==> src/rtl/ram_if_pkg.sv <==
// Shared widths and FSM state encoding for the RAM responder and its initiator.
// Holds ADDR_W/DATA_W, the ram_state_e encoding and a small max helper.
package ram_if_pkg;

    localparam int ADDR_W = 26;
    localparam int DATA_W = 16;

    typedef enum logic [2:0] {
        ST_INIT    = 3'd0,
        ST_IDLE    = 3'd1,
        ST_WRITE   = 3'd2,
        ST_RECOVER = 3'd3,
        ST_READ    = 3'd4,
        ST_HOLD    = 3'd5
    } ram_state_e;

    function automatic int max_int(input int a, input int b);
        return (a > b) ? a : b;
    endfunction

endpackage

==> src/rtl/ram_responder_if.sv <==
// Initiator-side handshake plus memory-side bus of the RAM responder.
// slave: the responder; master: the initiator and memory model.
interface ram_responder_if;
    import ram_if_pkg::*;

    logic              write_enb;
    logic              read_req;
    logic              read_ack;
    logic [ADDR_W-1:0] addr;
    logic [DATA_W-1:0] wr_data;
    logic [DATA_W-1:0] rd_data;
    logic              ram_it_hard;
    logic              data_present_bro;
    logic [ADDR_W-1:0] mem_addr;
    logic [DATA_W-1:0] mem_dq_out;
    logic [DATA_W-1:0] mem_dq_in;
    logic              mem_dq_oe;
    logic              mem_ce_n;
    logic              mem_we_n;
    logic              mem_oe_n;

    modport slave (
        input  write_enb, read_req, read_ack,
        input  addr, wr_data, mem_dq_in,
        output rd_data, ram_it_hard, data_present_bro,
        output mem_addr, mem_dq_out, mem_dq_oe,
        output mem_ce_n, mem_we_n, mem_oe_n
    );

    modport master (
        output write_enb, read_req, read_ack,
        output addr, wr_data, mem_dq_in,
        input  rd_data, ram_it_hard, data_present_bro,
        input  mem_addr, mem_dq_out, mem_dq_oe,
        input  mem_ce_n, mem_we_n, mem_oe_n
    );

endinterface

==> src/rtl/ram_wait_counter.sv <==
// Down-counter timing the power-up settle and each memory access.
// Ports: clk, reset, load_i/value_i reload, done_o high on the final cycle.
module ram_wait_counter #(
    parameter int CW        = 5,
    parameter int RESET_VAL = 16
) (
    input  logic          clk,
    input  logic          reset,
    input  logic          load_i,
    input  logic [CW-1:0] value_i,
    output logic          done_o
);

    logic [CW-1:0] cnt_q;
    logic [CW-1:0] cnt_d;

    always_comb begin
        cnt_d = cnt_q;
        if (load_i) begin
            cnt_d = value_i;
        end else if (cnt_q != '0) begin
            cnt_d = cnt_q - 1'b1;
        end
    end

    always_ff @(posedge clk or posedge reset) begin
        if (reset) begin
            cnt_q <= CW'(RESET_VAL);
        end else begin
            cnt_q <= cnt_d;
        end
    end

    // A value of 1 (or 0 when loaded with 0) marks the last cycle.
    assign done_o = (cnt_q <= CW'(1));

endmodule

==> src/rtl/ram_responder.sv <==
// Single-port async RAM responder: settles after power-up, then serves one
// write or read at a time. Ports: clk, reset, bus (ram_responder_if.slave).
module ram_responder
    import ram_if_pkg::*;
#(
    parameter int WAIT_CYCLES = 3,
    parameter int INIT_CYCLES = 16
) (
    input  logic           clk,
    input  logic           reset,
    ram_responder_if.slave bus
);

    localparam int CW = $clog2(max_int(WAIT_CYCLES, INIT_CYCLES)) + 1;

    ram_state_e        state_q;
    logic              rdy_q;
    logic              dp_q;
    logic [DATA_W-1:0] rd_data_q;
    logic [ADDR_W-1:0] mem_addr_q;
    logic [DATA_W-1:0] dq_out_q;
    logic              dq_oe_q;
    logic              ce_n_q;
    logic              we_n_q;
    logic              oe_n_q;

    logic              cnt_load;
    logic              cnt_done;
    logic [CW-1:0]     cnt_value;

    // Only WRITE and READ are timed by the counter; INIT gets its count
    // from the counter's reset value.
    assign cnt_load  = (state_q == ST_IDLE) &&
                       (bus.write_enb || bus.read_req);
    assign cnt_value = CW'(WAIT_CYCLES);

    ram_wait_counter #(
        .CW        (CW),
        .RESET_VAL (INIT_CYCLES)
    ) u_wait (
        .clk     (clk),
        .reset   (reset),
        .load_i  (cnt_load),
        .value_i (cnt_value),
        .done_o  (cnt_done)
    );

    always_ff @(posedge clk or posedge reset) begin
        if (reset) begin
            state_q    <= ST_INIT;
            rdy_q      <= 1'b0;
            dp_q       <= 1'b0;
            rd_data_q  <= '0;
            mem_addr_q <= '0;
            dq_out_q   <= '0;
            dq_oe_q    <= 1'b0;
            ce_n_q     <= 1'b1;
            we_n_q     <= 1'b1;
            oe_n_q     <= 1'b1;
        end else begin
            case (state_q)
                ST_INIT: begin
                    if (cnt_done) begin
                        state_q <= ST_IDLE;
                        rdy_q   <= 1'b1;
                    end
                end
                ST_IDLE: begin
                    // Write has priority; a coincident read is dropped.
                    if (bus.write_enb) begin
                        state_q    <= ST_WRITE;
                        mem_addr_q <= bus.addr;
                        dq_out_q   <= bus.wr_data;
                        rdy_q      <= 1'b0;
                        ce_n_q     <= 1'b0;
                        we_n_q     <= 1'b0;
                        dq_oe_q    <= 1'b1;
                    end else if (bus.read_req) begin
                        state_q    <= ST_READ;
                        mem_addr_q <= bus.addr;
                        rdy_q      <= 1'b0;
                        ce_n_q     <= 1'b0;
                        oe_n_q     <= 1'b0;
                    end
                end
                ST_WRITE: begin
                    if (cnt_done) begin
                        state_q <= ST_RECOVER;
                        ce_n_q  <= 1'b1;
                        we_n_q  <= 1'b1;
                        dq_oe_q <= 1'b0;
                    end
                end
                ST_RECOVER: begin
                    state_q <= ST_IDLE;
                    rdy_q   <= 1'b1;
                end
                ST_READ: begin
                    if (cnt_done) begin
                        state_q   <= ST_HOLD;
                        rd_data_q <= bus.mem_dq_in;
                        dp_q      <= 1'b1;
                        ce_n_q    <= 1'b1;
                        oe_n_q    <= 1'b1;
                    end
                end
                ST_HOLD: begin
                    if (bus.read_ack) begin
                        state_q <= ST_IDLE;
                        dp_q    <= 1'b0;
                        rdy_q   <= 1'b1;
                    end
                end
                default: begin
                    state_q <= ST_INIT;
                    rdy_q   <= 1'b0;
                end
            endcase
        end
    end

    assign bus.ram_it_hard      = rdy_q;
    assign bus.data_present_bro = dp_q;
    assign bus.rd_data          = rd_data_q;
    assign bus.mem_addr         = mem_addr_q;
    assign bus.mem_dq_out       = dq_out_q;
    assign bus.mem_dq_oe        = dq_oe_q;
    assign bus.mem_ce_n         = ce_n_q;
    assign bus.mem_we_n         = we_n_q;
    assign bus.mem_oe_n         = oe_n_q;

endmodule

==> src/flat_wrapper.sv <==
// flat-port wrapper written by rule: the top's interface ports become plain ports
module ram_responder_flat import ram_if_pkg::*;
#(
    parameter int WAIT_CYCLES = 3,
    parameter int INIT_CYCLES = 16
)
  (clk, reset, bus_write_enb, bus_read_req, bus_read_ack, bus_addr, bus_wr_data, bus_mem_dq_in, bus_rd_data, bus_ram_it_hard, bus_data_present_bro, bus_mem_addr, bus_mem_dq_out, bus_mem_dq_oe, bus_mem_ce_n, bus_mem_we_n, bus_mem_oe_n);
  ram_responder_if bus_i ();
  input  logic clk;
  input  logic reset;
  input wire logic [$bits(bus_i.write_enb)-1:0] bus_write_enb;
  input wire logic [$bits(bus_i.read_req)-1:0] bus_read_req;
  input wire logic [$bits(bus_i.read_ack)-1:0] bus_read_ack;
  input wire logic [$bits(bus_i.addr)-1:0] bus_addr;
  input wire logic [$bits(bus_i.wr_data)-1:0] bus_wr_data;
  input wire logic [$bits(bus_i.mem_dq_in)-1:0] bus_mem_dq_in;
  output wire logic [$bits(bus_i.rd_data)-1:0] bus_rd_data;
  output wire logic [$bits(bus_i.ram_it_hard)-1:0] bus_ram_it_hard;
  output wire logic [$bits(bus_i.data_present_bro)-1:0] bus_data_present_bro;
  output wire logic [$bits(bus_i.mem_addr)-1:0] bus_mem_addr;
  output wire logic [$bits(bus_i.mem_dq_out)-1:0] bus_mem_dq_out;
  output wire logic [$bits(bus_i.mem_dq_oe)-1:0] bus_mem_dq_oe;
  output wire logic [$bits(bus_i.mem_ce_n)-1:0] bus_mem_ce_n;
  output wire logic [$bits(bus_i.mem_we_n)-1:0] bus_mem_we_n;
  output wire logic [$bits(bus_i.mem_oe_n)-1:0] bus_mem_oe_n;
  assign bus_i.write_enb = bus_write_enb;
  assign bus_i.read_req = bus_read_req;
  assign bus_i.read_ack = bus_read_ack;
  assign bus_i.addr = bus_addr;
  assign bus_i.wr_data = bus_wr_data;
  assign bus_i.mem_dq_in = bus_mem_dq_in;
  assign bus_rd_data = bus_i.rd_data;
  assign bus_ram_it_hard = bus_i.ram_it_hard;
  assign bus_data_present_bro = bus_i.data_present_bro;
  assign bus_mem_addr = bus_i.mem_addr;
  assign bus_mem_dq_out = bus_i.mem_dq_out;
  assign bus_mem_dq_oe = bus_i.mem_dq_oe;
  assign bus_mem_ce_n = bus_i.mem_ce_n;
  assign bus_mem_we_n = bus_i.mem_we_n;
  assign bus_mem_oe_n = bus_i.mem_oe_n;
  ram_responder #(.WAIT_CYCLES(WAIT_CYCLES), .INIT_CYCLES(INIT_CYCLES)) u_core (.clk(clk), .reset(reset), .bus(bus_i));
endmodule
==> config.mk <==
export PLATFORM = sky130hd
export DESIGN_NAME = ram_responder_flat
export DESIGN_NICKNAME = d
export VERILOG_FILES = /design/src/rtl/ram_if_pkg.sv /design/src/rtl/ram_responder_if.sv /design/src/rtl/ram_wait_counter.sv /design/src/rtl/ram_responder.sv /design/src/flat_wrapper.sv
export SDC_FILE = /design/constraint.sdc
export NUM_CORES = 1
export LEC_CHECK = 0
export CORE_UTILIZATION = 35
export CTS_BUF_LIST = sky130_fd_sc_hd__clkbuf_16
export CTS_CLUSTER_DIAMETER = 40
export DETAILED_ROUTE_END_ITERATION = 12
export PLACE_DENSITY_LB_ADDON = 0.08
export SYNTH_ARGS = -nofsm -noshare
export SYNTH_HDL_FRONTEND = slang
export SYNTH_SLANG_ARGS = --single-unit
==> constraint.sdc <==
create_clock -name clk -period 5.82 [get_ports clk]
set_input_delay 0.582 -clock clk [delete_from_list [all_inputs] [get_ports clk]]
set_output_delay 0.582 -clock clk [all_outputs]
set_load 0.01 [all_outputs]
; Word-level counts from Yosys, hierarchy flattened
; Cells that the tools add are included.
[word_totals]
register_bits = 72
inputBits = 63
[classes]
add_sub_neg = 1
order_cmp = 1
n_eq_ne = 14
muxes = 26
bitwise = 1
reduce_logical = 20
[op_table]
columns = op, count
row1 = $mux W26, 2
row2 = $mux W3, 6
row3 = $pmux W3 S6, 1
row4 = $reduce_bool A2 Y1, 6
row5 = $mux W5, 2
row6 = $pmux W1 S2, 5
row7 = $mux W1, 9
row8 = $reduce_and A3 Y1, 3
row9 = $ne A2 B1 Y1 const B, 4
row10 = $ne A2 B2 Y1 const B, 4
row11 = $reduce_and A4 Y1, 2
row12 = $eq A3 B2 Y1 const B, 2
row13 = $eq A3 B3 Y1 const B, 2
row14 = $reduce_and A2 Y1, 3
row15 = $le A5 B1 Y1 const B, 1
row16 = $pmux W1 S5, 1
row17 = $reduce_and A5 Y1, 1
row18 = $reduce_bool A5 Y1, 1
row19 = $sub A5 B1 Y5 const B, 1
row20 = $eq A3 B1 Y1 const B, 1
row21 = $logic_not A3 Y1, 1
row22 = $ne A3 B3 Y1 const B, 1
row23 = $reduce_or A2 Y1, 1
row24 = $logic_and A1 B1 Y1, 1
row25 = other kinds (2), 2

; Depth between registers and ports, before layout
[logic_depth]
word_depth = 4
depth_mapped = 6
ltp_nobuf = 5

; By module
; A second synthesis with hierarchy kept.
[unflattened]
hier_cells = 207
area_unflattened_um2 = 2992.9
[modules_own_cells]
columns = module, n_inst, cells_per_inst, area_per_inst_um2
row1 = ram_responder, 1, 177, 2687.6
row2 = ram_wait_counter, 1, 30, 305.3

; Worst setup path before layout
; Ideal clock, no wire load.
[synth_timing]
path_kind = input-to-reg
startpoint = input port bus_read_req
endpoint = register u_core.mem_addr_q[10] (netlist: u_core.bus.mem_addr[10])
setup_ns = 0.125
t_arrival_ns = 1.482
setup_slack_ns = 4.213
cell_stages = 5
path_buffers = 2
path_cell_list = or2_1 -> and2_1 -> buf_6 -> buf_6 -> mux2_2
[synth_via]
elab_chain_cells = 2
[synth_lines]
columns = item, line_no
row1 = start: declaration, flat_wrapper.sv:12  ; input wire logic [$bits(bus_i.read_req)-1:0] bus_read_req;
row2 = $reduce_bool A2 Y1 (no line), -
row3 = $reduce_and A2 Y1 (no line), -
row4 = end signal: assignment, ram_responder.sv:72  ; mem_addr_q <= bus.addr;
row5 = end signal: assignment, ram_responder.sv:80  ; mem_addr_q <= bus.addr;
row6 = end: declaration, ram_responder.sv:20  ; logic [ADDR_W-1:0] mem_addr_q;
; No other way between the ends.
; A chain may end at the register's enable or synchronous reset.

; Worst setup path in the final report
[layout_timing]
startpoint = register u_core.state_q[0]
endpoint = register u_core.dq_out_q[6] (netlist: u_core.bus.mem_dq_out[6])
[layout_via]
elab_chain_cells = 2
[layout_lines]
columns = item, line_no
row1 = start: declaration, ram_responder.sv:16  ; ram_state_e state_q;
row2 = start signal: assignment, ram_responder.sv:50  ; state_q <= ST_INIT;
row3 = start signal: assignment, ram_responder.sv:64  ; state_q <= ST_IDLE;
row4 = start signal: assignment, ram_responder.sv:71  ; state_q <= ST_WRITE;
row5 = $eq A3 B1 Y1, ram_responder.sv:61  ; case (state_q)
row6 = $reduce_and A2 Y1 (no line), -
row7 = end signal: assignment, ram_responder.sv:73  ; dq_out_q <= bus.wr_data;
row8 = end: declaration, ram_responder.sv:21  ; logic [DATA_W-1:0] dq_out_q;
; No other way between the ends.

==> impl_metrics.env <==
export IMPL_outcome="finished clean"
export IMPL_cts_num_sinks=72
export IMPL_intPower_uw=1780
export IMPL_max_clock_freq_mhz=463
export IMPL_post_detailed_route_wirelength_per_cell_um=14.3
export IMPL_leakage_uw=0.00193
export IMPL_diodes_inserted=0
export IMPL_final_net_count=395
export IMPL_critPathKind="flip-flop to flip-flop"
export IMPL_timing_final_max_slew_violations=0
export IMPL_synth_area_mm2=0.00301
export IMPL_vias_per_cell=4.72
export IMPL_rsz_0062_raised_after_global_routing="false"
export IMPL_area_growth_synth_to_final_pct=52.3
export IMPL_postRouteWirelength_um=6280
export IMPL_floorplan_die_area_mm2=0.00899
export IMPL_synth_xor_area_share_pct=0.581
export IMPL_mappedNetlistNets=265
export IMPL_clkPwrFrac_pct=18.3
export IMPL_critical_path_max_fanout=18
export IMPL_syn_inst=200
export IMPL_ys_warn_count=0
export IMPL_globalRouteTotalUtil_pct=14.4
export IMPL_drtIter0Drc=53
export IMPL_combined_area_of_the_multi_input_logic_cells_mm2=0.00110
export IMPL_seq_area_frac_synth_pct=59.9
export IMPL_synth_seq_cells=72
export IMPL_detailroute_wirelength_met2_um=2950
export IMPL_timing_max_slew_rel_slack_pct=48.5
export IMPL_gp_congestion=0.699
export IMPL_area_fraction_in_compound_gates_after_synthesis_pct=4.77
export IMPL_post_layout_total_power_uw=2570
export IMPL_coreArea_mm2=0.00826
export IMPL_cts_hold_buf=0
export IMPL_pwr_density_cell_mw_per_mm2=559
export IMPL_met3WireLength_um=497
export IMPL_register_area_mm2=0.00181
export IMPL_initial_utilization_pct=36.5
export IMPL_global_route_wire_length_before_repair_um=9810
export IMPL_clock_skew_after_layout_ps=6.57
export IMPL_report_final_setup_viol=0
export IMPL_port_buffers=126
export IMPL_largest_vdd_supply_drop_uv=242
export IMPL_cap_viol_max_count=0
export IMPL_switching_power_uw=781
export IMPL_mostFrequentLayoutCells="clkdlybuf4s50_1 (126), dfrtp_1 (68), mux2_2 (50)"
export IMPL_maximum_clock_path_buffer_count=2
export IMPL_insertion_delay_ps=320
export IMPL_post_synth_simple_gate_area_pct=6.60
export IMPL_cts_repair_timing_setup_buffer_count=0
export IMPL_post_route_cells_drive_above_1_share_pct=25.4
export IMPL_cells_resized_by_post_cts_repair=0
export IMPL_final_min_period_over_clock_period_pct=37.1
export IMPL_clock_root_buffer="clkbuf_16"
export IMPL_worst_endpoint_required_ps=6020
export IMPL_postRouteAntennaNets=0
export IMPL_p_seq_share_pct=35.8
export IMPL_crit_path_launch_type="flip-flop"
export IMPL_layout_cells_most_common="clkdlybuf4s50_1"
export IMPL_io_pin_count=127
export IMPL_netSwitchingFraction_pct=30.4
export IMPL_dominant_combinational_cell_family_by_area_after_synthesis="multiplexers"
export IMPL_cp_end_kind="flip-flop"
export IMPL_via_count=2078
export IMPL_filler_cell_count=697
export IMPL_tritoncts="done"
export IMPL_yosys_mux_area_fraction_pct=23.7
export IMPL_met1_length_um=2760
export IMPL_antenna_found_initial=0
export IMPL_post_synth_cell_area_avg_um2=15.1
export IMPL_cts_reportedPaths_clkPinSlew_ps=50
export IMPL_chipHeight_um=94.8
export IMPL_report_final_hold_viol_count=0
export IMPL_totalNegativeSetupSlack_ps=0
export IMPL_cts_htree_levels=3
export IMPL_holdCritPathClass="flip-flop to flip-flop"
export IMPL_highest_layer="met4"
export IMPL_critPathArrivalTime_ps=2360
export IMPL_hpwl_dp_um=4520
export IMPL_drc=0
export IMPL_vias_in_the_first_global_route=2039
export IMPL_grt_max_degree=48
export IMPL_drt_pass1_iter_count=4
export IMPL_synthDistinctLibCells=38
export IMPL_period_needed_ps=2160
export IMPL_cts_buffers_inserted=9
export IMPL_grt_ovfl_total=0
export IMPL_synth_adder_area_share_pct=0.830
export IMPL_core_rowCount=33
export IMPL_die_width_um=94.8
export IMPL_share_comb_of_total_power_pct=45.9
export IMPL_tightest_slew_ps=773
## state kept, by name (all words and copies together), names as in the netlist
signal                       count
u_core.bus.mem_addr             26
u_core.bus.mem_dq_out           16
u_core.bus.rd_data              16
u_core.u_wait.cnt_q              5
u_core.state_q                   3
u_core.bus.data_present_bro      1
u_core.bus.mem_ce_n              1
u_core.bus.mem_dq_oe             1
u_core.bus.mem_oe_n              1
u_core.bus.mem_we_n              1
u_core.bus.ram_it_hard           1
## metal layers
| layer | up-vias | global-route usage, % |
|---|---|---|
| met1 | 1022 | 18.7 |
| met2 | 82 | 21.8 |
| met4 | 0 | 6.06 |
| met5 | - | 0 |
| li1 | 968 | - |
| met3 | 6 | 5.07 |
## cells in the mapped netlist
cell,instances,share of area [%]
a221oi_1,1,0.29
xor2_1,1,0.29
clkbuf_1,1,0.12
dfstp_2,4,3.5
a22oi_1,2,0.50
a311o_1,1,0.33
buf_4,2,0.50
nand2_1,6,0.75
mux2_4,10,5.0
nor3b_1,1,0.25
nand3_4,1,0.58
ha_1,2,0.83
a21o_1,2,0.50
nor3b_4,1,0.62
a32o_1,1,0.33
o211a_1,1,0.33
a311oi_1,1,0.29
o21bai_2,1,0.37
or2_1,1,0.21
mux2_2,50,19
buf_6,6,2.2
and2_1,2,0.42
a31oi_1,2,0.42
nor2_1,4,0.50
and3_1,1,0.21
nor3_1,2,0.33
xnor2_1,1,0.29
o21ai_0,3,0.50
and2b_2,1,0.29
a21oi_1,4,0.66
or3_1,2,0.42
nand4_1,1,0.21
nor4b_1,1,0.29
nor4_4,1,0.71
dfrtp_1,68,56
o21bai_1,1,0.25
inv_1,6,0.75
nor2b_1,4,0.83
## area by class of cell
cell class | instances | share of cell area [%]
multi-input cells | 113 | 23.9
inverters | 6 | 0.490
repair buffers | 128 | 27.8
clock buffers | 9 | 4.90
well taps | 105 | 2.86
clock inverters | 7 | 0.681
flip-flops and latches | 72 | 39.3
## through the flow
step | setup slack, ps | cells | cell area [um^2] | utilization (%) | hold WS, ps
floorplan | 3420 | 200 | 3010 | - | 465
global placement | 3490 | 424 | 4340 | 52.5 | 454
detailed placement | 3470 | 424 | 4340 | 52.5 | 463
CTS | 3620 | 440 | 4590 | 55.6 | 470
global route | 3520 | 440 | 4590 | 55.6 | 475
finish | 3660 | 440 | 4590 | 55.6 | 467
## kinds of logic (layout without fill, tap and decap cells)
family	after synthesis	count (layout)
compound gates	20	20
xor+xnor	2	2
fa+ha+maj	2	2
buf+inv	15	150
flops	72	72
mux	60	60
simple gates	29	29
## worst max-delay path, cell delays in order (launching register included)
cell and delay (ps):
dfrtp_1 590, nor3b_4 360, and2_1 680, mux2_2 410
## power by group through the flow
stage | Sequential [uW] | Clock, uW | Combinational [uW]
3_5_place_dp | 927 | 0 | 1200
3_3_place_gp | 920 | 0 | 1190
4_1_cts | 924 | 487 | 1200
6_report | 920 | 470 | 1180
5_1_grt | 960 | 514 | 1270
2_1_floorplan | 1000 | 0 | 555
## path summary, 6_finish.rpt
path | from | end | slack (ps) | cells past startpoint
max in group asynchronous | reset | u_core.bus.mem_addr[7]$_DFFE_PP0P_ | 4170 | 3
worst min-delay path | u_core.bus.mem_we_n$_DFFE_PP1P_ | u_core.bus.mem_we_n$_DFFE_PP1P_ | 470 | 2
worst max register to register | u_core.state_q[0]$_DFFE_PP0P_ | u_core.bus.mem_dq_out[6]$_DFFE_PP0P_ | 3660 | 3
worst min register to register | u_core.bus.mem_we_n$_DFFE_PP1P_ | u_core.bus.mem_we_n$_DFFE_PP1P_ | 470 | 2
worst max-delay path | u_core.state_q[0]$_DFFE_PP0P_ | u_core.bus.mem_dq_out[6]$_DFFE_PP0P_ | 3660 | 3
min in group asynchronous | reset | u_core.bus.rd_data[13]$_DFFE_PP0P_ | 640 | 2
Note: power is estimated with default switching activity, not from simulation.
==> variant 1, RTL diff (same flow settings) <==
Reset style: synchronous (`reset`), changed in 2 clocked blocks. Comments in the files are not updated.
--- a/src/rtl/ram_wait_counter.sv
+++ b/src/rtl/ram_wait_counter.sv
@@ -23,7 +23,7 @@
         end
     end
 
-    always_ff @(posedge clk or posedge reset) begin
+    always_ff @(posedge clk) begin
         if (reset) begin
             cnt_q <= CW'(RESET_VAL);
         end else begin
--- a/src/rtl/ram_responder.sv
+++ b/src/rtl/ram_responder.sv
@@ -45,7 +45,7 @@
         .done_o  (cnt_done)
     );
 
-    always_ff @(posedge clk or posedge reset) begin
+    always_ff @(posedge clk) begin
         if (reset) begin
             state_q    <= ST_INIT;
             rdy_q      <= 1'b0;
Function: same outputs for any inputs over 10 cycles, from zero or initial values and one cycle with reset high; that may be too few to reach the edited logic, so the function may still have changed.
==> variant 1 against the original RTL <==
- worst setup slack worse by 220 ps
- synthesized area is 0.25% lower
- highest routed layer unchanged
- cell area decreased by 1.3%
- wire length is 17% higher
- critical path type unchanged
- fmax down 9.1%
- sequential cell count is the same
Power is not compared: it rests on default switching activity, and its combinational part moved more than twofold at a synthesized area within 25%.
==> variant 1: results (changes against the original RTL) <==
- Metal2 WL: 3320 um (+12%)
- Origin of the worst min-delay path: u_core.bus.mem_dq_out[9]
- Slowest stage delay, CP: 990 ps (+310 ps)
- GRT Total Usage: 16.5% (+2.1 points)
- Mapped Cells: 338 (+69%)
- Cells after DPL: 545 (+29%)
- Worst-margin pin slew: 1100 ps (+328 ps)
- Met2 Use GR: 26.0% (+4.2 points)
- DP HPWL: 4800 um (+6.2%)
- R2R setup slack: 3440 ps (-220 ps)
- Final net count: 517 (+31%)
- Met3 Wirelength: 542 um (+9.1%)
- CP top delay family: simple AND/OR/NAND/NOR gates
- Final min period: 2380 ps (+217 ps)
- First-pass GRT wire length: 11,700 um (+19%)
- Vias in the first global route: 2,571 (+26%)
- Placement Setup Slack: 3460 ps (-10.9 ps)
- Syn nets: 404 (+52%)
- Combinational power: roughly 0.4 mW
- Met1 GRT Util: 21.3% (+2.6 points)
- Setup crit end: u_core.bus.mem_ce_n
- Hold Path Sink: u_core.bus.mem_dq_out[9]
- Routed WL: 7340 um (+17%)
- Synth Flop Type: dfxtp_1
- Sequential element share of the synthesized area: 47.9% (-12 points)
- R2r startpoint: u_core.state_q[0]
- Gp weighted congestion: 0.772 (+10%)
- Power Clock: 0.457 mW
- GR Util met3: 4.51% (-0.56 points)
- Peak fanout along the critical path: 28 (+10)
- Vias: 2,720 (+31%)
- DP Area: 0.00429 mm^2 (-1.1%)
- Final instance area: 0.00453 mm^2 (-1.3%)
- Buffers on Ports: 126 (unchanged)
- Status: complete, no violations
- M1 wire length: 3410 um (+23%)
- Fin cells: 559 (+27%)
- Top cells by count, synth: dfxtp_1, a21oi_1, nand2b_1
- Final Skew: 3.99 ps (-2.59 ps)
- # diodes: 0 (unchanged)
- Synth area leaders: dfxtp_1, a21oi_1, nand2b_1, mux2i_1, nand3_1
- Cell variety after synth: 42 (+11%)
- Slowest-stage cell, CP: nor3b_4
- Fill cell count: 787 (+13%)
- Final Hold Slack: 453 ps (-13.4 ps)
[variant 1: cell types whose count changed after synthesis, sizes merged, moves of 24 or more]
| cell | unedited run | this run |
|---|---|---|
| dfrtp | 68 | 0 |
| nand2 | 6 | 34 |
| nand2b | 0 | 35 |
| nand3 | 1 | 28 |
| a21oi | 4 | 47 |
| o21ai | 3 | 27 |
| mux2 | 60 | 1 |
| dfxtp | 0 | 72 |
[variant 1: kinds of logic after synthesis]
| group | count (synthesis) | synth area share (%) |
|---|---|---|
| xor gates and xnor gates | 3 | 0.874 |
| DFF | 72 | 47.9 |
| AOI/OAI and AO/OA | 86 | 15.7 |
| buffers and inverters | 33 | 5.41 |
| muxes | 18 | 6.03 |
| adders and majority gates | 3 | 1.25 |
| and+or+nand+nor | 123 | 22.8 |
[variant 1: layout make-up]
cell class                 count  area share, %
clock buffer                   9           4.97
clock inverter                 5          0.442
inverter                       5          0.414
multi-input combinational    233           31.1
sequential                    72           31.8
tap                          105           2.90
timing repair buffer         130           28.4
==> variant 2, RTL diff (same flow settings) <==
Without the edit above. `INIT_CYCLES` is set to 16 in 2 places; all go to 64.
--- a/src/rtl/ram_responder.sv
+++ b/src/rtl/ram_responder.sv
@@ -4,7 +4,7 @@
     import ram_if_pkg::*;
 #(
     parameter int WAIT_CYCLES = 3,
-    parameter int INIT_CYCLES = 16
+    parameter int INIT_CYCLES = 64
 ) (
     input  logic           clk,
     input  logic           reset,
--- a/src/flat_wrapper.sv
+++ b/src/flat_wrapper.sv
@@ -2,7 +2,7 @@
 module ram_responder_flat import ram_if_pkg::*;
 #(
     parameter int WAIT_CYCLES = 3,
-    parameter int INIT_CYCLES = 16
+    parameter int INIT_CYCLES = 64
 )
   (clk, reset, bus_write_enb, bus_read_req, bus_read_ack, bus_addr, bus_wr_data, bus_mem_dq_in, bus_rd_data, bus_ram_it_hard, bus_data_present_bro, bus_mem_addr, bus_mem_dq_out, bus_mem_dq_oe, bus_mem_ce_n, bus_mem_we_n, bus_mem_oe_n);
   ram_responder_if bus_i ();
Behaviour: no difference found for any inputs over 10 cycles, from zero or initial values and one cycle with reset high; that may be too few to reach the edited logic, so the function may still have changed.
==> variant 2 against the original RTL <==
- sequential cell count rose by 2
- wire length rose by 8.1%
- worst setup slack got worse by 190 ps
- total power rose by 2.9%
- highest routed layer unchanged
- synthesized area rose by 3.4%
- critical path depth did not move
- cell area rose by 3.1%
- largest power group unchanged
==> variant 2: results (changes against the original RTL) <==
- Largest net degree at the start of global routing: 75 (+56%)
- Status: complete, no violations
- #MultiIn Comb: 124 (+9.7%)
- Gate power share: 44.1% (-1.8 points)
- Sequential element share of the synthesized area: 59.6% (-0.39 points)
- Routed WL: 6790 um (+8.1%)
- Compound-Gate Fraction of Synth Area: 6.62% (+1.8 points)
- Met2 Use GR: 21.8% (+0.046 points)
- Final net count: 408 (+3.3%)
- Met3 Wirelength: 671 um (+35%)
- Power Sequential: 0.944 mW (+2.6%)
- Vias in the first global route: 2,194 (+7.6%)
- Slowest-stage cell, CP: nor2_4
- Peak VDD IR: 234 uV (-3.2%)
- CTS Buffer Depth: 2 (unchanged)
- Adder-Cell Fraction of Synth Area: 0.803% (-0.028 points)
- GRT Total Usage: 15.4% (+0.95 points)
- M1 wire length: 2990 um (+8.5%)
- Met1 GRT Util: 20.4% (+1.7 points)
- Peak fanout along the critical path: 31 (+13)
- Post-synthesis mux area share: 22.6% (-1.1 points)
- Fill cell count: 765 (+9.8%)
- Via density: 4.80 (+1.7%)
- Pins Over Slew Limit: 0 (unchanged)
- HP Class: flip-flop to flip-flop
- Mapped Cells: 215 (+7.5%)
- Sequential cell area share: 39.2% (-0.13 points)
- Routed wire per std cell: 14.9 um (+4.3%)
- 1st-pass router iterations: 4 (unchanged)
- Drt initial violations: 67 (+26%)
- Non-clock buffering overhead: 26.8% (-1.0 points)
- Cell variety after synth: 39 (+2.6%)
- NetSw: 0.812 mW (+3.9%)
- Slew margin rel.: 37.0% (-12 points)
- Signal buffers: 127 (-0.78%)
- ClkCell Share: 6.08% (+0.49 points)
- Metal2 WL: 3000 um (+1.5%)
- Gp weighted congestion: 0.757 (+8.3%)
- GR Util met3: 6.34% (+1.3 points)
- Multi-input gate area: 0.00116 mm^2 (+5.6%)
- Arrival time at the worst endpoint: 2560 ps (+200 ps)
- Final Skew: 6.29 ps (-0.278 ps)
- DP HPWL: 4640 um (+2.7%)
- Inverters: 7 (+1)
- Syn nets: 280 (+5.7%)
- Layout cells sized above 1: 24.4% (-0.95 points)
- Synth area leaders: dfrtp_1, mux2_2, mux2_4, dfstp_2, buf_6
-- variant 2: path summary, 6_finish.rpt --
path,slack [ps],end,from
worst max-delay path,3470,u_core.bus.mem_addr[14],u_core.state_q[0]
worst min-delay path,490,u_core.u_wait.cnt_q[6],u_core.u_wait.cnt_q[6]
worst max register to register,3470,u_core.bus.mem_addr[14],u_core.state_q[0]
worst min register to register,490,u_core.u_wait.cnt_q[6],u_core.u_wait.cnt_q[6]
max in group asynchronous,4320,u_core.bus.rd_data[10],reset
min in group asynchronous,860,u_core.bus.mem_addr[4],reset
-- variant 2: metrics by stage --
stage | hold WS [ps] | worst slack, ps | area [um^2] | total power [mW]
after floorplan | 462 | 3360 | 3120 | 1.56
after global placement | 477 | 3260 | 4450 | 2.11
after detailed placement | 477 | 3240 | 4450 | 2.13
after CTS | 486 | 3430 | 4730 | 2.69
after global routing | 507 | 3320 | 4730 | 2.83
final | 489 | 3470 | 4730 | 2.64
